[src/rtl/id_issue_ctrl.sv]
// id_issue_ctrl
//   Decode-side issue control for the ID/EX boundary. Passes the decoded
//   control bundle through to the ID/EX register inputs, or substitutes an
//   all-zero bubble on a hazard, a taken-branch flush, or an empty ID slot.
//   Keeps EX/MEM shadows of the last two issue slots for hazard detection
//   and a saturating count of hazard/flush bubbles.
//
// Parameters
//   BRANCH_PENALTY  bubble cycles after a taken branch (1..3)
//   MEM_FWD         1: MEM->EX forwarding exists; 0: also interlock on writes
//
// Ports
//   clk, reset            clock; synchronous active-high reset
//   instr_valid           ID holds a real instruction
//   *_d, alu_control_d    decoded control bundle
//   rd_d, rn_d, rm_d      destination / source register numbers
//   uses_rn/rm/flags      operand and condition-flag usage
//   branch_taken_ex       pulse from EX: branch resolved taken
//   *_o, alu_control_o    bundle to ID/EX inputs (bubble = all zero)
//   stall_fetch           hold PC and IF/ID
//   flush_if_id           invalidate IF/ID
//   bubble_count          saturating count of hazard/flush bubbles
module id_issue_ctrl #(
    parameter int unsigned BRANCH_PENALTY = 2,
    parameter bit          MEM_FWD        = 1'b1
) (
    input  logic        clk,
    input  logic        reset,
    input  logic        instr_valid,
    input  logic        reg_write_enable_d,
    input  logic        mem_write_enable_d,
    input  logic        mem_read_enable_d,
    input  logic        mem_to_reg_select_d,
    input  logic        alu_src_select_d,
    input  logic        status_bit_d,
    input  logic        mem_size_d,
    input  logic [3:0]  alu_control_d,
    input  logic [3:0]  rd_d,
    input  logic [3:0]  rn_d,
    input  logic [3:0]  rm_d,
    input  logic        uses_rn,
    input  logic        uses_rm,
    input  logic        uses_flags,
    input  logic        branch_taken_ex,
    output logic        reg_write_enable_o,
    output logic        mem_write_enable_o,
    output logic        mem_read_enable_o,
    output logic        mem_to_reg_select_o,
    output logic        alu_src_select_o,
    output logic        status_bit_o,
    output logic        mem_size_o,
    output logic [3:0]  alu_control_o,
    output logic        stall_fetch,
    output logic        flush_if_id,
    output logic [15:0] bubble_count
);

    typedef enum logic {ISSUE, FLUSH} state_t;

    state_t      state_q, state_d;
    logic [1:0]  cnt_q, cnt_d;

    logic        ex_valid_q, ex_load_q, ex_wr_q, ex_setflags_q;
    logic [3:0]  ex_rd_q;
    logic        mem_valid_q, mem_wr_q;
    logic [3:0]  mem_rd_q;

    logic        src_match_ex, src_match_mem;
    logic        load_use, wr_hazard, flag_hazard, hazard;
    logic        issue, count_bubble;

    always_comb begin
        src_match_ex  = (uses_rn && (rn_d == ex_rd_q))  || (uses_rm && (rm_d == ex_rd_q));
        src_match_mem = (uses_rn && (rn_d == mem_rd_q)) || (uses_rm && (rm_d == mem_rd_q));
        load_use      = instr_valid && ex_valid_q && ex_load_q && src_match_ex;
        wr_hazard     = !MEM_FWD && instr_valid &&
                        ((ex_valid_q && ex_wr_q && src_match_ex) ||
                         (mem_valid_q && mem_wr_q && src_match_mem));
        flag_hazard   = instr_valid && uses_flags && ex_valid_q && ex_setflags_q;
        hazard        = load_use || wr_hazard || flag_hazard;
    end

    always_comb begin
        state_d      = state_q;
        cnt_d        = cnt_q;
        issue        = 1'b0;
        stall_fetch  = 1'b0;
        flush_if_id  = 1'b0;
        count_bubble = 1'b0;
        if (reset) begin
            state_d = ISSUE;
            cnt_d   = '0;
        end else if (branch_taken_ex) begin
            // The branch cycle itself is the first of BRANCH_PENALTY bubbles.
            flush_if_id  = 1'b1;
            count_bubble = 1'b1;
            if (BRANCH_PENALTY > 1) begin
                state_d = FLUSH;
                cnt_d   = 2'(BRANCH_PENALTY - 1);
            end else begin
                state_d = ISSUE;
                cnt_d   = '0;
            end
        end else if (state_q == FLUSH) begin
            flush_if_id  = 1'b1;
            count_bubble = 1'b1;
            cnt_d        = cnt_q - 2'd1;
            if (cnt_q <= 2'd1) begin
                state_d = ISSUE;
                cnt_d   = '0;
            end
        end else if (hazard) begin
            stall_fetch  = 1'b1;
            count_bubble = 1'b1;
        end else begin
            issue = instr_valid;
        end
    end

    assign reg_write_enable_o  = issue ? reg_write_enable_d  : 1'b0;
    assign mem_write_enable_o  = issue ? mem_write_enable_d  : 1'b0;
    assign mem_read_enable_o   = issue ? mem_read_enable_d   : 1'b0;
    assign mem_to_reg_select_o = issue ? mem_to_reg_select_d : 1'b0;
    assign alu_src_select_o    = issue ? alu_src_select_d    : 1'b0;
    assign status_bit_o        = issue ? status_bit_d        : 1'b0;
    assign mem_size_o          = issue ? mem_size_d          : 1'b0;
    assign alu_control_o       = issue ? alu_control_d       : '0;

    always_ff @(posedge clk) begin
        if (reset) begin
            state_q       <= ISSUE;
            cnt_q         <= '0;
            ex_valid_q    <= 1'b0;
            ex_rd_q       <= '0;
            ex_load_q     <= 1'b0;
            ex_wr_q       <= 1'b0;
            ex_setflags_q <= 1'b0;
            mem_valid_q   <= 1'b0;
            mem_rd_q      <= '0;
            mem_wr_q      <= 1'b0;
            bubble_count  <= '0;
        end else begin
            state_q       <= state_d;
            cnt_q         <= cnt_d;
            mem_valid_q   <= ex_valid_q;
            mem_rd_q      <= ex_rd_q;
            mem_wr_q      <= ex_wr_q;
            ex_valid_q    <= issue;
            ex_rd_q       <= rd_d;
            ex_load_q     <= mem_read_enable_d;
            ex_wr_q       <= reg_write_enable_d;
            ex_setflags_q <= status_bit_d;
            if (count_bubble && (bubble_count != '1))
                bubble_count <= bubble_count + 16'd1;
        end
    end

endmodule

[config.mk]
export PLATFORM = sky130hd
export DESIGN_NAME = id_issue_ctrl
export DESIGN_NICKNAME = d
export VERILOG_FILES = /design/src/rtl/id_issue_ctrl.sv
export SDC_FILE = /design/constraint.sdc
export NUM_CORES = 1
export LEC_CHECK = 0
export ABC_AREA = 0
export BUFFER_PORTS_ARGS = -buffer_cell sky130_fd_sc_hd__buf_2
export CAP_MARGIN = 10
export CORE_AREA = 2 2 58 60
export CTS_CLUSTER_SIZE = 24
export DETAILED_ROUTE_END_ITERATION = 8
export DIE_AREA = 0 0 60 62
export GPL_ROUTABILITY_DRIVEN = 0
export PLACE_DENSITY_LB_ADDON = 0.05
export REMOVE_ABC_BUFFERS = 1
export SLEW_MARGIN = 0
export SYNTH_ARGS = -nofsm -noshare
export SYNTH_HDL_FRONTEND = slang
export SYNTH_SLANG_ARGS = --single-unit
[constraint.sdc]
create_clock -name clk -period 5.45 [get_ports clk]
set_input_delay 0.8175 -clock clk [delete_from_list [all_inputs] [get_ports clk]]
set_output_delay 0.8175 -clock clk [all_outputs]
set_load 0.1 [all_outputs]
==> run metrics <==
Critical Setup Path Class=in -> out; via count=approximately 1,300; crit path time final=3.39 ns; area grow syn2layout=27.4%; top cells by area, synth=dfxtp_1 39%, a21oi_1 5.6%, and2_1 5.6%, or3_1 5.2%, nor2b_1 4.2%; WHS Endpoint=cnt_q[1]; GR met2 Demand/Resource=25.9%; CP bufs+invs=2; Slew @ Worst Pin=0.820 ns; Routed WL=2780 um; FFs w/ async S/R, synth=0%; FF/Latch Area=520 um^2; Final Slew Violations=0; Hold WC Path Type=reg -> reg; share of layout cells above drive strength 1=32.7%; Bufs on Longest Clock Path=2; clk slew on worst S/H paths=0.14 ns; CP arrival=approximately 2.6 ns; routed length per placed instance=between 10 and 15 um; Die Y=62 um; Clk Latency, worst-skew pair=between 0.3 and 0.4 ns; cell family with most CP delay=simple AND/OR/NAND/NOR gates; drt drc=0; grt met1 use=around a fifth; Final Cycle Share=62.2%; antenna violations before repair=0; post-synth top area cell=dfxtp_1; register bit total from synthesis=26; Core ar.=3180 um^2; vias in the first global route=between 1,000 and 1,500; GR peak layer=met2; I/O pin cnt=59; clk sinks=26; largest net degree at the start of global routing=30; PortBufs=58; Hold Crit Depth=1; count leader, synth=dfxtp_1; CTS Root Buffer Type=clkbuf_4; Cells after Synth=around 160; worst hold margin=0.512 ns; Hold Fails Final Rpt=0; Post-synth EDFFs=0; Final Skew=between 0.002 and 0.003 ns; Seq/Total Area, Yosys=39.1%; setup TNS=0 ns; RSZ-0062 raised after global routing=no; highest clock rate=295 MHz; die area=around 3700 um^2; Multi-input gate area=764 um^2; CP startpoint kind=input pin; antenna viol nets, final=0; Hold Buf Count CTS=0; Post-DP HPWL=around 2200 um; CTS tree=yes; GR Util met3=3.11%; Final Setup Violations=0; CP most frequent cell=buf_2; CP required=4.63 ns; synthesized area per cell=8.59 um^2; total clock buffers created by CTS=3; critical-path maximum fanout=12; # Max-Cap Violations=0; CP Cell Sequence=buf_2 -> xor2_1 -> nor4_1 -> and3_2 -> nor3_1 -> and3_1 -> and2_1 -> buf_2; Tot Pwr=approximately 0.39 mW; Cell Pwr Density=233 nW/um^2; setup bufs post-CTS=0; nets=roughly 240; synth cell count leaders=26 x dfxtp_1, 15 x a21oi_1, 12 x and2_1; drt first pass iters=4; GRT Util Overall=15.5%; area share of the largest cell type after synthesis=between 30 and 40%; vias per cell=~5.0; hold_sp=cnt_q[1]; post_cts resized=0; Overflow after GRT=0; Syn Std Cell Area=between 1000 and 1500 um^2; endpoint type of the worst setup path=primary output; slowest cell on the critical path=buf_2; Starting Density=between 40% and 50%; Ys Warns=0; Die X=60 um; worst r2r src=bubble_count[0]; Pleak=0.753 nW; # diodes=0; CTS H-Tree Depth=1; Worst slew margin=45.3%; first-pass GRT wire length=about 4400 um; outcome=complete, no violations; num rows=21; R2R Setup Slk=3.29 ns; Fillers=roughly 330; VDD IR max=0.134 mV; Unique masters post-synth=36; Main synth FF type=dfxtp_1; 1st-iter DRT viols=37; slowest stage delay, CP=0.42 ns; FF-to-FF path depth=7; worst r2r dst=bubble_count[5]
[worst max path at each step]
stage,from,endpoint,slack (ns),cells past startpoint
2_1_floorplan,rn_d[2],stall_fetch,1.78,5
3_3_place_gp,rn_d[2],alu_control_o[0],2.11,8
3_5_place_dp,rn_d[3],alu_control_o[3],2.04,8
4_1_cts,rn_d[0],alu_control_o[3],2.03,8
5_1_grt,rn_d[0],alu_control_o[3],1.84,8
6_report,rn_d[2],alu_control_o[3],2.06,8
[cell usage in the layout (no fill, tap or decap), drive strengths merged, types with 4 or more instances in the layout]
cell / n
o21ai: 11
or3: 11
and3: 7
nand3: 7
dfxtp: 26
buf: 58
nor2b: 9
nand4: 5
xor2: 5
nor3: 5
xnor2: 4
nor2: 11
and2: 13
a21oi: 15
[layer usage]
layer	wire, um	up-vias	part of all wire [%]
met1	1260	594	45
met4	10	0	0.36
met3	89	2	3.2
met5	0	-	0
met2	1420	22	51
li1	-	665	-
[flip-flops by register name, indices dropped and copies added, names as in the netlist]
name and cells:
ex_setflags_q 1, bubble_count 16, ex_rd_q 4, state_q 1, ex_valid_q 1, ex_load_q 1, cnt_q 2
[kinds of logic (layout without fill, tap and decap cells)]
family	after synthesis	in the layout	share of synthesized area, %
AOI/OAI and AO/OA	31	31	15.3
xor gates and xnor gates	9	9	5.92
adders and majority gates	1	1	0.940
buffers and inverters	9	65	3.48
DFF	26	26	39.1
muxes	2	2	1.60
and+or+nand+nor	77	77	33.6
[stage by stage]
| step | cell area (um^2) | util [%] | setup WS, ns | std cells |
|---|---|---|---|---|
| after global routing | 1700 | 53.4 | 1.84 | 257 |
| after CTS | 1700 | 53.4 | 2.03 | 257 |
| after global placement | 1640 | 51.7 | 2.11 | 253 |
| after detailed placement | 1640 | 51.7 | 2.04 | 253 |
| after floorplan | 1300 | - | 1.78 | 149 |
| final | 1700 | 53.4 | 2.06 | 257 |
[area by class of cell]
| class | count | share of cell area [%] |
|---|---|---|
| Timing Repair Buffer | 58 | 17.1 |
| Multi-Input combinational cell | 120 | 45.1 |
| Inverter | 3 | 0.664 |
| Tap cell | 46 | 3.39 |
| Clock buffer | 3 | 1.33 |
| Clock inverter | 1 | 1.77 |
| Sequential cell | 26 | 30.7 |
[report_power, final]
part | switching (mW) | internal [mW] | leakage, nW
logic | 0.0453 | 0.0196 | 0.513
clock network | 0.0560 | 0.0744 | 0.0279
registers | 0.00428 | 0.195 | 0.212
Note: power is estimated with default switching activity, not from simulation.
